===== src/rtl/mem_master_if.sv =====
// Request, response and memory-side signals of the mem_master bus initiator.
// The master modport is the initiator's view; slave is the view of the CPU and memory side.
interface mem_master_if #(
    parameter int ADDR_W = 4,
    parameter int DATA_W = 8
);
    logic              req_valid;
    logic              req_ready;
    logic              req_write;
    logic [ADDR_W-1:0] req_addr;
    logic [3:0]        req_len;
    logic [DATA_W-1:0] req_wdata;
    logic              rsp_valid;
    logic              rsp_ready;
    logic [DATA_W-1:0] rsp_data;
    logic              rsp_last;
    logic [ADDR_W-1:0] mem_address;
    logic              mem_read;
    logic              mem_write;
    logic [DATA_W-1:0] mem_data_in;
    logic [DATA_W-1:0] mem_data_out;

    modport master (
        input  req_valid, req_write, req_addr, req_len, req_wdata, rsp_ready, mem_data_out,
        output req_ready, rsp_valid, rsp_data, rsp_last, mem_address, mem_read, mem_write,
               mem_data_in
    );

    modport slave (
        output req_valid, req_write, req_addr, req_len, req_wdata, rsp_ready, mem_data_out,
        input  req_ready, rsp_valid, rsp_data, rsp_last, mem_address, mem_read, mem_write,
               mem_data_in
    );
endinterface


===== src/rtl/mem_master.sv =====
// Bus initiator for an asynchronous-read, level-write memory: single-word writes and
// incrementing read bursts, with every memory-side output driven straight from a flop.
module mem_master #(
    parameter int ADDR_W      = 4,
    parameter int DATA_W      = 8,
    parameter int WAIT_CYCLES = 0
) (
    input  logic             clk,
    input  logic             rst_n,
    mem_master_if.master     bus,
    output logic             busy
);
    typedef enum logic [2:0] {IDLE, SETUP, STROBE, HOLD, RESP} state_t;

    localparam logic [2:0] WAIT_LAST = 3'(WAIT_CYCLES);

    state_t            state_q, state_d;
    logic [ADDR_W-1:0] addr_q, addr_d;
    logic [DATA_W-1:0] wdata_q, wdata_d;
    logic [DATA_W-1:0] rdata_q, rdata_d;
    logic [3:0]        len_q, len_d;
    logic [3:0]        beat_q, beat_d;
    logic [2:0]        wait_q, wait_d;
    logic              write_q, write_d;
    logic              rd_q, rd_d;
    logic              wr_q, wr_d;
    logic              last_beat;

    assign last_beat = (beat_q == len_q);

    always_comb begin
        state_d = state_q;
        addr_d  = addr_q;
        wdata_d = wdata_q;
        rdata_d = rdata_q;
        len_d   = len_q;
        beat_d  = beat_q;
        wait_d  = wait_q;
        write_d = write_q;
        rd_d    = rd_q;
        wr_d    = wr_q;
        case (state_q)
            IDLE: begin
                if (bus.req_valid) begin
                    addr_d  = bus.req_addr;
                    len_d   = bus.req_len;
                    wdata_d = bus.req_wdata;
                    write_d = bus.req_write;
                    beat_d  = 4'd0;
                    state_d = SETUP;
                end
            end
            SETUP: begin
                // Strobe flops are loaded here so the strobe rises one cycle after the address settles
                wait_d  = 3'd0;
                rd_d    = !write_q;
                wr_d    = write_q;
                state_d = STROBE;
            end
            STROBE: begin
                if (wait_q == WAIT_LAST) begin
                    rd_d = 1'b0;
                    wr_d = 1'b0;
                    if (write_q) begin
                        state_d = HOLD;
                    end else begin
                        rdata_d = bus.mem_data_out;
                        state_d = RESP;
                    end
                end else begin
                    wait_d = wait_q + 3'd1;
                end
            end
            HOLD: begin
                state_d = IDLE;
            end
            RESP: begin
                if (bus.rsp_ready) begin
                    if (last_beat) begin
                        state_d = IDLE;
                    end else begin
                        addr_d  = addr_q + ADDR_W'(1);
                        beat_d  = beat_q + 4'd1;
                        state_d = SETUP;
                    end
                end
            end
            default: state_d = IDLE;
        endcase
    end

    always_ff @(posedge clk or negedge rst_n) begin
        if (!rst_n) begin
            state_q <= IDLE;
            addr_q  <= '0;
            wdata_q <= '0;
            rdata_q <= '0;
            len_q   <= '0;
            beat_q  <= '0;
            wait_q  <= '0;
            write_q <= 1'b0;
            rd_q    <= 1'b0;
            wr_q    <= 1'b0;
        end else begin
            state_q <= state_d;
            addr_q  <= addr_d;
            wdata_q <= wdata_d;
            rdata_q <= rdata_d;
            len_q   <= len_d;
            beat_q  <= beat_d;
            wait_q  <= wait_d;
            write_q <= write_d;
            rd_q    <= rd_d;
            wr_q    <= wr_d;
        end
    end

    assign bus.req_ready   = (state_q == IDLE);
    assign busy            = (state_q != IDLE);
    assign bus.rsp_valid   = (state_q == RESP);
    assign bus.rsp_last    = (state_q == RESP) && last_beat;
    assign bus.rsp_data    = rdata_q;
    assign bus.mem_address = addr_q;
    assign bus.mem_data_in = wdata_q;
    assign bus.mem_read    = rd_q;
    assign bus.mem_write   = wr_q;
endmodule


===== src/flat_wrapper.sv =====
// flat-port wrapper written by rule: the top's interface ports become plain ports
module mem_master_flat 
#(
    parameter int ADDR_W      = 4,
    parameter int DATA_W      = 8,
    parameter int WAIT_CYCLES = 0
)
  (clk, rst_n, busy, bus_req_valid, bus_req_write, bus_req_addr, bus_req_len, bus_req_wdata, bus_rsp_ready, bus_mem_data_out, bus_req_ready, bus_rsp_valid, bus_rsp_data, bus_rsp_last, bus_mem_address, bus_mem_read, bus_mem_write, bus_mem_data_in);
  mem_master_if #(.ADDR_W(ADDR_W), .DATA_W(DATA_W)) bus_i ();
  input  logic clk;
  input  logic rst_n;
  output logic busy;
  input wire logic [$bits(bus_i.req_valid)-1:0] bus_req_valid;
  input wire logic [$bits(bus_i.req_write)-1:0] bus_req_write;
  input wire logic [$bits(bus_i.req_addr)-1:0] bus_req_addr;
  input wire logic [$bits(bus_i.req_len)-1:0] bus_req_len;
  input wire logic [$bits(bus_i.req_wdata)-1:0] bus_req_wdata;
  input wire logic [$bits(bus_i.rsp_ready)-1:0] bus_rsp_ready;
  input wire logic [$bits(bus_i.mem_data_out)-1:0] bus_mem_data_out;
  output wire logic [$bits(bus_i.req_ready)-1:0] bus_req_ready;
  output wire logic [$bits(bus_i.rsp_valid)-1:0] bus_rsp_valid;
  output wire logic [$bits(bus_i.rsp_data)-1:0] bus_rsp_data;
  output wire logic [$bits(bus_i.rsp_last)-1:0] bus_rsp_last;
  output wire logic [$bits(bus_i.mem_address)-1:0] bus_mem_address;
  output wire logic [$bits(bus_i.mem_read)-1:0] bus_mem_read;
  output wire logic [$bits(bus_i.mem_write)-1:0] bus_mem_write;
  output wire logic [$bits(bus_i.mem_data_in)-1:0] bus_mem_data_in;
  assign bus_i.req_valid = bus_req_valid;
  assign bus_i.req_write = bus_req_write;
  assign bus_i.req_addr = bus_req_addr;
  assign bus_i.req_len = bus_req_len;
  assign bus_i.req_wdata = bus_req_wdata;
  assign bus_i.rsp_ready = bus_rsp_ready;
  assign bus_i.mem_data_out = bus_mem_data_out;
  assign bus_req_ready = bus_i.req_ready;
  assign bus_rsp_valid = bus_i.rsp_valid;
  assign bus_rsp_data = bus_i.rsp_data;
  assign bus_rsp_last = bus_i.rsp_last;
  assign bus_mem_address = bus_i.mem_address;
  assign bus_mem_read = bus_i.mem_read;
  assign bus_mem_write = bus_i.mem_write;
  assign bus_mem_data_in = bus_i.mem_data_in;
  mem_master #(.ADDR_W(ADDR_W), .DATA_W(DATA_W), .WAIT_CYCLES(WAIT_CYCLES)) u_core (.clk(clk), .rst_n(rst_n), .bus(bus_i), .busy(busy));
endmodule

===== config.mk =====
export PLATFORM = sky130hd
export DESIGN_NAME = mem_master_flat
export DESIGN_NICKNAME = d
export VERILOG_FILES = /design/src/rtl/mem_master_if.sv /design/src/rtl/mem_master.sv /design/src/flat_wrapper.sv
export SDC_FILE = /design/constraint.sdc
export NUM_CORES = 1
export LEC_CHECK = 0
export ABC_AREA = 1
export ABC_CLOCK_PERIOD_IN_PS = 2600
export CORE_AREA = 5 5 78 80
export CTS_BUF_LIST = sky130_fd_sc_hd__clkbuf_2 sky130_fd_sc_hd__clkbuf_4 sky130_fd_sc_hd__clkbuf_8
export DETAILED_ROUTE_END_ITERATION = 8
export DIE_AREA = 0 0 83 85
export GPL_TIMING_DRIVEN = 0
export PLACE_DENSITY = 0.64
export SLEW_MARGIN = 20
export SYNTH_ARGS = -nofsm -noshare
export SYNTH_HDL_FRONTEND = slang
export SYNTH_SLANG_ARGS = --single-unit

===== constraint.sdc =====
create_clock -name clk -period 2.6 [get_ports clk]
set_input_delay 0.52 -clock clk [delete_from_list [all_inputs] [get_ports clk]]
set_output_delay 0.52 -clock clk [all_outputs]
set_load 0.01 [all_outputs]

==> run metrics <==
Clock Skew=roughly 0.0023 ns; syn_nets=between 200 and 250; synth cell count leaders=nand2_1 (57), dfrtp_1 (37), inv_1 (30); crit path DAT=roughly 1.9 ns; H-tree levels=2; DIE AREA=roughly 7100 µm²; CTS Buf Count=5; area of the core=5340 µm²; Die Wd=between 80 and 90 µm; vias in the first global route=1540; pins over their slew limit=0; Gate Count Post-Synth=roughly 200; min Tclk post-route=roughly 2.4 ns; sequential fraction of the synthesis area=between 50 and 60%; Worst-path clk slew=0.07 ns; top-count cell post-synth=nand2_1; fraction of layout cells with a size suffix above 1=11.7%; final setup vio count=0; post-DP HPWL=2970 µm; final net count=298; Worst Path Required=approximately 2.1 ns; Top FF cell, synth=dfrtp_1; Slew headroom=between 70% and 80%; Synth cell types=24; antenna-violating nets left=0; setup ws final=approximately 0.23 ns; IO buf count=54; crit-path max FO=7; Crit path largest cell delay=0.53 ns; Post-Synth Simple-Gate Area=23.9%; Finished Layout Cells=around 340; Final Cell Area=around 2500 µm²; initial DRC count=102; pwr dens=about 1000 nW/µm²; DRT Pass-1 Iters=4; area share of the largest cell type after synthesis=51.4%; Max-Cap Viols=0; ant diodes=0; Post-CTS Setup Bufs=0; Die Height=85 µm; HP Class=in2async; Slowest-stage cell, CP=clkdlybuf4s50_1; GP Congestion=0.767; Clock Tree Root=clkbuf_8; Global Route Usage Sum=approximately an eighth; drt wl/cell=approximately 11 µm; DRC=0; mux share of post-synthesis cell area=under 10%; complex-gate fraction of the synthesized area=around 8%; post-synthesis cell area=1800 µm²; Post-Syn Area per Cell=approximately 8.9 µm²; Worst-Skew Late Latency=approximately 0.28 ns; critical-path cell list=inv_1, nand2_1, nand2_1, nor2_1, nand3_4, inv_1, clkdlybuf4s50_1; P_leak=1.25 nW; Post-synth ARST share=100%; global route total overflow=0; Fillers=536; Max Buffers Root-to-Sink=2; final hold vios=0; RSZ-0062 raised after global routing=no; Max Clk Rate=423 MHz; Worst Tran Pin Value=~0.37 ns; post-synthesis xor/xnor area fraction=0.972%; CP Launch Type=flop; worst hold slack=~0.13 ns; # IOs=55; cell count after placement=between 300 and 400; total negative slack=0 ns; Synth warnings=0; status=finished, final reports clean; largest net degree at the start of global routing=25; post-CTS sizing=0; FP Rows=27; fin crit share=about nine tenths; DP Area=around 2400 µm²; Synth area leaders=dfrtp_1 (51%), nand2_1 (12%), inv_1 (6.2%); fraction of the mapped netlist area in adder cells=approximately 2.8%; largest family of logic cells by synthesized area=simple AND/OR/NAND/NOR gates; Worst Setup End Kind=primary output; via count=1487; WL final=between 3000 and 4000 µm; worst vdd ir=about 0.00053 V; Hold Buf Count CTS=0; first-pass GRT wire length=6790 µm; EDFF count, synth=0; total clock sinks=37; CTS tree=yes; initial antenna violation count=0; Area growth syn-to-layout=40.8%; Post-Place Setup Slack=about 0.53 ns; WS Path Type=reg2out; #FFs+latches synth=37; cell accounting for the most synthesized area=dfrtp_1; drt via density=~4.4; initial core utilization=about a third
through the flow:
step                util (%)  total power [W]
floorplan                  -          0.00161
global placement        45.6          0.00216
detailed placement      45.9          0.00219
CTS                     47.6          0.00261
global route            47.6          0.00278
finish                  47.6          0.00256
cell usage in the layout, fill, tap and decap left out, drive strengths merged:
master and n:
dfrtp 37, clkdlybuf4s50 53, nor3 1, inv 32, a21oi 7, xor2 1
ha 4, clkinv 1, o21ai 17, nand2 58, mux2 8, nand3 13
nor2 14, clkbuf 7, xnor2 1, nand4 5, o22ai 2, buf 4
worst max-delay path: cells and delay by family (launching register included):
| family | cells | cell delay [ns] |
|---|---|---|
| buf+inv | 3 | 0.68 |
| flops | 1 | 0.42 |
| simple gates | 4 | 0.47 |
cell families (layout without fill, tap and decap cells):
| kind of cell | count (synthesis) | in the layout |
|---|---|---|
| AO/OA/AOI/OAI | 26 | 26 |
| XOR/XNOR | 2 | 2 |
| adder cells (fa/ha/maj) | 4 | 4 |
| buffers and inverters | 35 | 97 |
| flip-flops | 37 | 37 |
| multiplexers | 8 | 8 |
| AND/OR/NAND/NOR | 91 | 91 |
path summary, 6_finish.rpt:
| path | start | end | slack [ns] | depth (start not counted) |
|---|---|---|---|---|
| max | u_core.beat_q[0] | bus_rsp_last | 0.23 | 7 |
| min | rst_n | u_core.bus.mem_data_in[2] | 0.13 | 1 |
| max reg2reg | u_core.wait_q[0] | u_core.bus.rsp_data[5] | 1.07 | 8 |
| min reg2reg | u_core.bus.rsp_data[3] | u_core.bus.rsp_data[3] | 0.49 | 2 |
| max in group asynchronous | rst_n | u_core.state_q[0] | 2.03 | 2 |
| min in group clk | u_core.bus.rsp_data[3] | u_core.bus.rsp_data[3] | 0.49 | 2 |
report_power, final:
part	switching [W]	internal, W	leakage, nW	total (W)
clock network	0.000184	0.000221	0.0477	0.000405
registers	0.000165	0.000808	0.457	0.000973
logic	0.000563	0.000624	0.743	0.00119
flip-flops by register name, summed over array words and instances, names as in the netlist:
| name | flops |
|---|---|
| u_core.beat_q | 4 |
| u_core.bus.mem_address | 4 |
| u_core.bus.mem_data_in | 8 |
| u_core.bus.mem_read | 1 |
| u_core.bus.mem_write | 1 |
| u_core.bus.rsp_data | 8 |
| u_core.len_q | 4 |
| u_core.state_q | 3 |
| u_core.wait_q | 3 |
| u_core.write_q | 1 |
area by class of cell:
cell class / count / area [µm²] / share of cell area (%)
well taps: 72 / 90.1 / 3.55
plain buffers: 2 / 16.3 / 0.641
repair buffers: 55 / 556 / 21.9
inverters: 33 / 129 / 5.08
flip-flops and latches: 37 / 926 / 36.5
multi-input cells: 131 / 732 / 28.8
clock buffers: 7 / 90.1 / 3.55
metal layers:
metal  vias to the layer above  wire [µm]  global-route usage [%]
li1                        768          -                       -
met1                       684       1730                    13.6
met2                        30       1880                    20.6
met3                         5        205                    3.40
met4                         0         46                    4.46
met5                         -          0                       0
(Power assumes the default switching activity.)
